===== config.mk =====
export PLATFORM = sky130hd
export DESIGN_NAME = parametric_interrupt_controller_flat
export DESIGN_NICKNAME = d
export VERILOG_FILES = /design/src/rtl/parametric_interrupt_controller_if.sv /design/src/rtl/parametric_interrupt_controller.sv /design/src/flat_wrapper.sv
export SDC_FILE = /design/constraint.sdc
export NUM_CORES = 1
export LEC_CHECK = 0
export ABC_AREA = 1
export BUFFER_PORTS_ARGS = -buffer_cell sky130_fd_sc_hd__buf_2
export CAP_MARGIN = 40
export CORE_ASPECT_RATIO = 0.6
export CORE_MARGIN = 2
export CORE_UTILIZATION = 35
export CTS_BUF_LIST = sky130_fd_sc_hd__clkbuf_8
export DETAILED_ROUTE_END_ITERATION = 8
export GPL_TIMING_DRIVEN = 0
export PLACE_DENSITY = 0.52
export SLEW_MARGIN = 15
export SYNTH_ARGS = -nofsm -noshare
export SYNTH_HDL_FRONTEND = slang
export SYNTH_SLANG_ARGS = --single-unit

===== constraint.sdc =====
create_clock -name clock -period 118.9 [get_ports clock]
set_input_delay 23.78 -clock clock [delete_from_list [all_inputs] [get_ports clock]]
set_output_delay 23.78 -clock clock [all_outputs]
set_load 0.03 [all_outputs]

===== src/rtl/parametric_interrupt_controller_if.sv =====
// Register-access bus of the interrupt controller: select, read/write
// strobes, address, write data, read data/vector and bus-release flag.
interface parametric_interrupt_controller_if;
    logic        chip_select_n;
    logic        write_enable_n;
    logic        read_enable_n;
    logic [2:0]  address;
    logic [31:0] data_bus_in;
    logic [31:0] data_bus_out;
    logic        data_bus_io;

    modport master (
        output chip_select_n, write_enable_n, read_enable_n, address, data_bus_in,
        input  data_bus_out, data_bus_io
    );

    modport slave (
        input  chip_select_n, write_enable_n, read_enable_n, address, data_bus_in,
        output data_bus_out, data_bus_io
    );
endinterface


===== src/rtl/parametric_interrupt_controller.sv =====
// Parametric interrupt controller: synchronised edge/level requests, fixed or
// rotating priority, fully nested in-service tracking, INTA vector handshake.
module parametric_interrupt_controller #(
    parameter int NUM_IRQ     = 16,
    parameter int SYNC_STAGES = 2
) (
    input  logic                              clock,
    input  logic                              reset_n,
    parametric_interrupt_controller_if.slave  bus,
    input  logic [NUM_IRQ-1:0]                interrupt_request,
    input  logic                              interrupt_acknowledge_n,
    output logic                              interrupt_to_cpu
);
    localparam int ID_W   = 5;           // enough for any id in 0..31
    localparam int RANK_W = 6;           // ranks 0..NUM_IRQ, NUM_IRQ meaning "none"
    localparam int SUM_W  = RANK_W + 1;

    localparam logic [2:0] ADDR_CTRL    = 3'd0;
    localparam logic [2:0] ADDR_MASK    = 3'd1;
    localparam logic [2:0] ADDR_TRIGGER = 3'd2;
    localparam logic [2:0] ADDR_IRR     = 3'd3;
    localparam logic [2:0] ADDR_ISR     = 3'd4;
    localparam logic [2:0] ADDR_EOI     = 3'd5;

    typedef enum logic {IDLE, ACK} state_t;

    state_t              state;
    logic                ctrl_enable;
    logic                ctrl_rotate;
    logic [7:0]          vector_base;
    logic [NUM_IRQ-1:0]  mask;
    logic [NUM_IRQ-1:0]  trigger;
    logic [NUM_IRQ-1:0]  irr;
    logic [NUM_IRQ-1:0]  isr;
    logic [ID_W-1:0]     rotate_ptr;
    logic [7:0]          vector;

    logic [NUM_IRQ-1:0]  sync_q [SYNC_STAGES];
    logic [NUM_IRQ-1:0]  sync_dly;
    logic [NUM_IRQ-1:0]  sync_out;
    logic [NUM_IRQ-1:0]  edge_set;

    logic [RANK_W-1:0]   rank [NUM_IRQ];
    logic [RANK_W-1:0]   isr_top_rank;
    logic [ID_W-1:0]     isr_top_id;
    logic [RANK_W-1:0]   win_rank;
    logic [ID_W-1:0]     win_id;
    logic [NUM_IRQ-1:0]  eligible;
    logic                win_any;
    logic                isr_any;

    logic                wr_en;
    logic                rd_en;
    logic                ack_take;
    logic                next_idle;
    logic [NUM_IRQ-1:0]  ack_set;
    logic [NUM_IRQ-1:0]  eoi_clear;
    logic                eoi_hit;
    logic [ID_W-1:0]     eoi_id;
    logic [31:0]         isr_wide;
    logic [NUM_IRQ-1:0]  irr_next;
    logic [31:0]         read_data;
    logic                unused_bits;

    // Position of channel id in the current priority order (0 = highest).
    function automatic logic [RANK_W-1:0] rank_of(input int id, input logic rotate,
                                                   input logic [ID_W-1:0] ptr);
        logic [SUM_W-1:0] sum;
        sum = SUM_W'(id) + SUM_W'(NUM_IRQ) - SUM_W'(ptr) - SUM_W'(1);
        if (sum >= SUM_W'(NUM_IRQ)) sum = sum - SUM_W'(NUM_IRQ);
        return rotate ? sum[RANK_W-1:0] : RANK_W'(id);
    endfunction

    assign sync_out = sync_q[SYNC_STAGES-1];
    assign edge_set = sync_out & ~sync_dly;

    // Request synchroniser chain plus the delay flop used for edge detection.
    // NOTE: sequential state uses non-blocking (<=) so every flop samples the
    // pre-edge value of its neighbour; blocking here would collapse the chain.
    // NOTE: the synchroniser array is reset like ordinary flops so that no
    // phantom edge appears when reset is released.
    always_ff @(posedge clock or negedge reset_n) begin
        if (!reset_n) begin
            for (int k = 0; k < SYNC_STAGES; k++) sync_q[k] <= '0;
            sync_dly <= '0;
        end else begin
            sync_q[0] <= interrupt_request;
            for (int k = 1; k < SYNC_STAGES; k++) sync_q[k] <= sync_q[k-1];
            sync_dly <= sync_out;
        end
    end

    // Priority resolution: highest in-service rank, then the best eligible request.
    // NOTE: every output of this block gets a default before any branch, so no
    // path leaves a variable unassigned and no latch is inferred.
    always_comb begin
        isr_top_rank = RANK_W'(NUM_IRQ);
        isr_top_id   = '0;
        win_rank     = RANK_W'(NUM_IRQ);
        win_id       = '0;
        eligible     = '0;
        for (int i = 0; i < NUM_IRQ; i++) begin
            rank[i] = rank_of(i, ctrl_rotate, rotate_ptr);
            if (isr[i] && rank[i] < isr_top_rank) begin
                isr_top_rank = rank[i];
                isr_top_id   = ID_W'(i);
            end
        end
        for (int i = 0; i < NUM_IRQ; i++) begin
            eligible[i] = irr[i] & ~mask[i] & (rank[i] < isr_top_rank);
            if (eligible[i] && rank[i] < win_rank) begin
                win_rank = rank[i];
                win_id   = ID_W'(i);
            end
        end
        win_any = |eligible;
        isr_any = |isr;
    end

    assign wr_en     = ~bus.chip_select_n & ~bus.write_enable_n;
    assign rd_en     = ~bus.chip_select_n & ~bus.read_enable_n;
    assign ack_take  = (state == IDLE) & ~interrupt_acknowledge_n;
    assign next_idle = ((state == IDLE) & interrupt_acknowledge_n) |
                       ((state == ACK)  & interrupt_acknowledge_n);
    assign isr_wide  = 32'(isr);

    // End-of-interrupt target: a specific id (if in range and in service) or
    // the highest-priority in-service channel.
    always_comb begin
        eoi_hit   = 1'b0;
        eoi_id    = '0;
        eoi_clear = '0;
        if (wr_en && bus.address == ADDR_EOI) begin
            if (bus.data_bus_in[8]) begin
                if (int'(bus.data_bus_in[4:0]) < NUM_IRQ && isr_wide[bus.data_bus_in[4:0]]) begin
                    eoi_hit = 1'b1;
                    eoi_id  = bus.data_bus_in[4:0];
                end
            end else if (isr_any) begin
                eoi_hit = 1'b1;
                eoi_id  = isr_top_id;
            end
        end
        for (int i = 0; i < NUM_IRQ; i++) eoi_clear[i] = eoi_hit && (eoi_id == ID_W'(i));
    end

    // Acknowledge winner one-hot and next request register value.
    always_comb begin
        ack_set  = '0;
        irr_next = irr;
        for (int i = 0; i < NUM_IRQ; i++) begin
            ack_set[i] = ack_take && win_any && (win_id == ID_W'(i));
            if (trigger[i])       irr_next[i] = sync_out[i];
            else if (edge_set[i]) irr_next[i] = 1'b1;
            else if (ack_set[i])  irr_next[i] = 1'b0;
        end
    end

    // Registers, in-service tracking, rotation pointer and the IDLE/ACK FSM.
    always_ff @(posedge clock or negedge reset_n) begin
        if (!reset_n) begin
            state            <= IDLE;
            ctrl_enable      <= 1'b0;
            ctrl_rotate      <= 1'b0;
            vector_base      <= '0;
            mask             <= '1;
            trigger          <= '0;
            irr              <= '0;
            isr              <= '0;
            rotate_ptr       <= ID_W'(NUM_IRQ - 1);
            vector           <= '0;
            interrupt_to_cpu <= 1'b0;
        end else begin
            if (wr_en) begin
                case (bus.address)
                    ADDR_CTRL: begin
                        ctrl_enable <= bus.data_bus_in[0];
                        ctrl_rotate <= bus.data_bus_in[1];
                        vector_base <= bus.data_bus_in[15:8];
                    end
                    ADDR_MASK:    mask    <= bus.data_bus_in[NUM_IRQ-1:0];
                    ADDR_TRIGGER: trigger <= bus.data_bus_in[NUM_IRQ-1:0];
                    default: ;
                endcase
            end
            irr <= irr_next;
            isr <= (isr & ~eoi_clear) | ack_set;
            if (eoi_hit && ctrl_rotate) rotate_ptr <= eoi_id;
            case (state)
                IDLE: if (!interrupt_acknowledge_n) begin
                    state  <= ACK;
                    vector <= win_any ? vector_base + 8'(win_id) : vector_base + 8'(NUM_IRQ);
                end
                ACK: if (interrupt_acknowledge_n) state <= IDLE;
                default: state <= IDLE;
            endcase
            interrupt_to_cpu <= ctrl_enable & win_any & next_idle;
        end
    end

    // Combinational register read mux.
    always_comb begin
        read_data = '0;
        case (bus.address)
            ADDR_CTRL:    read_data = {16'b0, vector_base, 6'b0, ctrl_rotate, ctrl_enable};
            ADDR_MASK:    read_data = 32'(mask);
            ADDR_TRIGGER: read_data = 32'(trigger);
            ADDR_IRR:     read_data = 32'(irr);
            ADDR_ISR:     read_data = 32'(isr);
            default:      read_data = '0;
        endcase
    end

    assign bus.data_bus_io  = ~((state == ACK) | rd_en);
    assign bus.data_bus_out = (state == ACK) ? {24'b0, vector} : (rd_en ? read_data : 32'b0);

    // Write-data bits that no register keeps.
    assign unused_bits = ^bus.data_bus_in;
endmodule


===== src/flat_wrapper.sv =====
// flat-port wrapper written by rule: the top's interface ports become plain ports
module parametric_interrupt_controller_flat 
#(
    parameter int NUM_IRQ     = 16,
    parameter int SYNC_STAGES = 2
)
  (clock, reset_n, interrupt_request, interrupt_acknowledge_n, interrupt_to_cpu, bus_chip_select_n, bus_write_enable_n, bus_read_enable_n, bus_address, bus_data_bus_in, bus_data_bus_out, bus_data_bus_io);
  parametric_interrupt_controller_if bus_i ();
  input  logic clock;
  input  logic reset_n;
  input  logic [NUM_IRQ-1:0] interrupt_request;
  input  logic interrupt_acknowledge_n;
  output logic interrupt_to_cpu;
  input wire logic [$bits(bus_i.chip_select_n)-1:0] bus_chip_select_n;
  input wire logic [$bits(bus_i.write_enable_n)-1:0] bus_write_enable_n;
  input wire logic [$bits(bus_i.read_enable_n)-1:0] bus_read_enable_n;
  input wire logic [$bits(bus_i.address)-1:0] bus_address;
  input wire logic [$bits(bus_i.data_bus_in)-1:0] bus_data_bus_in;
  output wire logic [$bits(bus_i.data_bus_out)-1:0] bus_data_bus_out;
  output wire logic [$bits(bus_i.data_bus_io)-1:0] bus_data_bus_io;
  assign bus_i.chip_select_n = bus_chip_select_n;
  assign bus_i.write_enable_n = bus_write_enable_n;
  assign bus_i.read_enable_n = bus_read_enable_n;
  assign bus_i.address = bus_address;
  assign bus_i.data_bus_in = bus_data_bus_in;
  assign bus_data_bus_out = bus_i.data_bus_out;
  assign bus_data_bus_io = bus_i.data_bus_io;
  parametric_interrupt_controller #(.NUM_IRQ(NUM_IRQ), .SYNC_STAGES(SYNC_STAGES)) u_core (.clock(clock), .reset_n(reset_n), .bus(bus_i), .interrupt_request(interrupt_request), .interrupt_acknowledge_n(interrupt_acknowledge_n), .interrupt_to_cpu(interrupt_to_cpu));
endmodule

==> key figures <==
Logic synthesis
  • Ys async rst share: 100%
  • Synthesized area: 18200 um^2
  • Compound-Gate Fraction of Synth Area: 14.9%
  • Synth cell types: 71
  • Main synth FF type: dfrtp_1
  • Xor and xnor fraction of the mapped netlist area: 2.36%
  • Yosys warning count: 0
  • Simple-gate share of the synthesized area: 40.0%
  • Post-synth top area share: 16.1%
  • Synth area leaders: dfrtp_1, nand2_1, ha_1
  • Main combinational cell family by area after synthesis: simple AND/OR/NAND/NOR gates
  • Mean Syn Cell Area: 6.91 um^2
  • Yosys reg bits: 137
  • Synth area leader: dfrtp_1
  • Fraction of synthesized area in multiplexers: 0%
  • Adder-cell area share of the yosys netlist: 12.3%
  • Synthesized instance count: 2629
  • Register area share after synthesis: 19.0%
  • Post-synth EDFFs: 0

Clock tree
  • CTS tree: built
  • Clock Path Buffers: 2
  • # resized after CTS: 0
  • Post-CTS Hold Buffers: 0
  • CTS buffer count: 17
  • Clock-pin slew on the worst setup and hold paths: 90 ps
  • CTS root buffer: clkbuf_8
  • CTS HTree Levels: 4
  • Clock net sink count: 137
  • Worst-skew pair later-pin latency: 490 ps
  • Post-CTS setup buffer count: 0

Route
  • DR vias: 18600
  • Wirelength, routed: 74900 um
  • Iter 0 DRT Violations: 1885
  • Vias per cell: 5.38
  • 1st-pass router iterations: 7
  • Wire length per cell: 21.7 um
  • Antenna-violating nets left: 0
  • DRC Markers: 0

STA
  • Fin. Hold Viols: 0
  • Post-layout min period: 49830 ps
  • Slew Limit Fails: 0
  • Post-Route Setup TNS: 0 ps
  • Final setup fails: 0
  • Skew final: 28.3 ps
  • Period utilization: 41.9%
  • RSZ-0062 raised after global routing: false
  • Worst rel slew slack: 28.0%
  • Tightest Pin Transition: 1070 ps
  • Peak Freq: 0.0201 GHz

Setup path
  • CP cell instances: buf_2 -> nor2_1 -> nand2_1 -> clkbuf_1 -> o22ai_1 -> a221oi_1 -> o22ai_1 -> buf_2
  • Critical path buffers and inverters: 3
  • Worst path top cell family by delay: buffers and inverters
  • Critical path class: input port to primary output
  • CP Capture Type: primary output
  • Slowest stage delay, CP: 610 ps
  • Critical path launch point type: input port
  • CP max stage cell: clkbuf_1
  • Worst path required time: 95120 ps
  • Worst path arrival time: 26050 ps
  • CP max FO: 10

Floorplanning
  • Initial core utilization: 35.6%
  • I/O Pins: 91
  • Core area: 51100 um^2
  • Die width: 298 um
  • Chip Height: 180 um
  • Die area: 53800 um^2
  • Row count: 64

Placed design
  • Dpl hpwl: 62100 um
  • Final RePlAce weighted congestion: 1.01
  • Placed cells: 3410
  • IO Port Bufs: 58

Min path
  • Hold/Removal Path Class: flop to flop

Global route
  • Initial antenna violation count: 4
  • GRT Total Usage: 27.5%
  • Largest net degree at the start of global routing: 96
  • Global-route wire length before repair: 110000 um
  • Vias in the first global route: 16900
  • Global route overflow: 0

Layout
  • Layout area overhead: 10.5%
  • Layout cells sized above 1: 21.9%
  • Fillcell total: 5469
  • Most common cell after layout, fill and taps aside: nand2_1
  • NumNets Final: 2977
  • Finished Layout Cells: 3449
  • Commonest cells after routing, fill and taps aside: nand2_1, inv_1, nand3_1

Flow run
  • Maxcap violations: 0

Outcome
  • Status: finished clean
metal layers:
layer / GRT usage (%) / up-vias / share of wire (%)
met1: 43.9 / 8808 / 51
met3: 11.3 / 57 / 13
li1: - / 8876 / -
met5: 0 / - / 0.017
met2: 33.0 / 808 / 34
met4: 4.48 / 2 / 1.3
cell usage after synthesis (42+ instances only):
| cell type | count |
|---|---|
| nand2_2 | 150 |
| nand3_1 | 254 |
| ha_1 | 177 |
| a21oi_1 | 54 |
| nand2_4 | 42 |
| nor2_2 | 56 |
| dfrtp_1 | 117 |
| inv_1 | 314 |
| o21ai_0 | 220 |
| nand2_1 | 593 |
| nor2_1 | 169 |
| nand3_2 | 44 |
final timing paths:
kind                                      start  slack, ps                   to  cells after the start
hold / removal                u_core.sync_q[18]        350   u_core.sync_out[2]                      0
min in group asynchronous               reset_n      23160    u_core.sync_q[16]                      1
max in group asynchronous               reset_n      94860       u_core.mask[9]                      2
setup / recovery                 bus_address[0]      69070  bus_data_bus_out[3]                      8
hold reg to reg               u_core.sync_q[18]        350   u_core.sync_out[2]                      0
setup reg to reg           u_core.rotate_ptr[1]      71090     u_core.vector[6]                    242
area by class of cell:
type	instances	area, um^2	area share [%]
antenna	1	2.50	0.0125
buffer	82	752	3.74
clock buffer	17	234	1.16
clock inverter	15	179	0.891
inverter	343	1330	6.62
multi-input combinational	2083	12700	63.4
sequential	137	3450	17.2
tap	693	867	4.32
timing repair buffer	78	541	2.69
sequential cells by signal (all words and copies together), names as in the netlist:
name and count:
u_core.irr 16, u_core.isr 16, u_core.mask 16, u_core.sync_dly 16
u_core.sync_out 16, u_core.sync_q 16, u_core.trigger 16, u_core.vector 8
u_core.vector_base 8, u_core.rotate_ptr 5, u_core.ctrl_enable 1, u_core.ctrl_rotate 1
u_core.interrupt_to_cpu 1, u_core.state 1
cells by family (layout without fill, tap and decap cells):
family / after synthesis / count (layout)
flip-flops: 137 / 137
XOR/XNOR: 49 / 49
AO/OA/AOI/OAI: 433 / 433
AND/OR/NAND/NOR: 1405 / 1405
other: 2 / 19
adder cells (fa/ha/maj): 178 / 178
buffers and inverters: 425 / 535
metrics by stage:
step           util, %  hold WS, ps  cell area, um^2  setup WS (ps)
2_1_floorplan        -          331            18200          70060
3_3_place_gp      38.0          333            19400          67550
3_5_place_dp      38.4          335            19600          69250
4_1_cts           39.2          355            20000          69250
5_1_grt           39.3          361            20100          68220
6_report          39.3          353            20100          69070
Power is not shown: default switching activity piles up to over one toggle a cycle in this logic, so the estimate is an artifact.
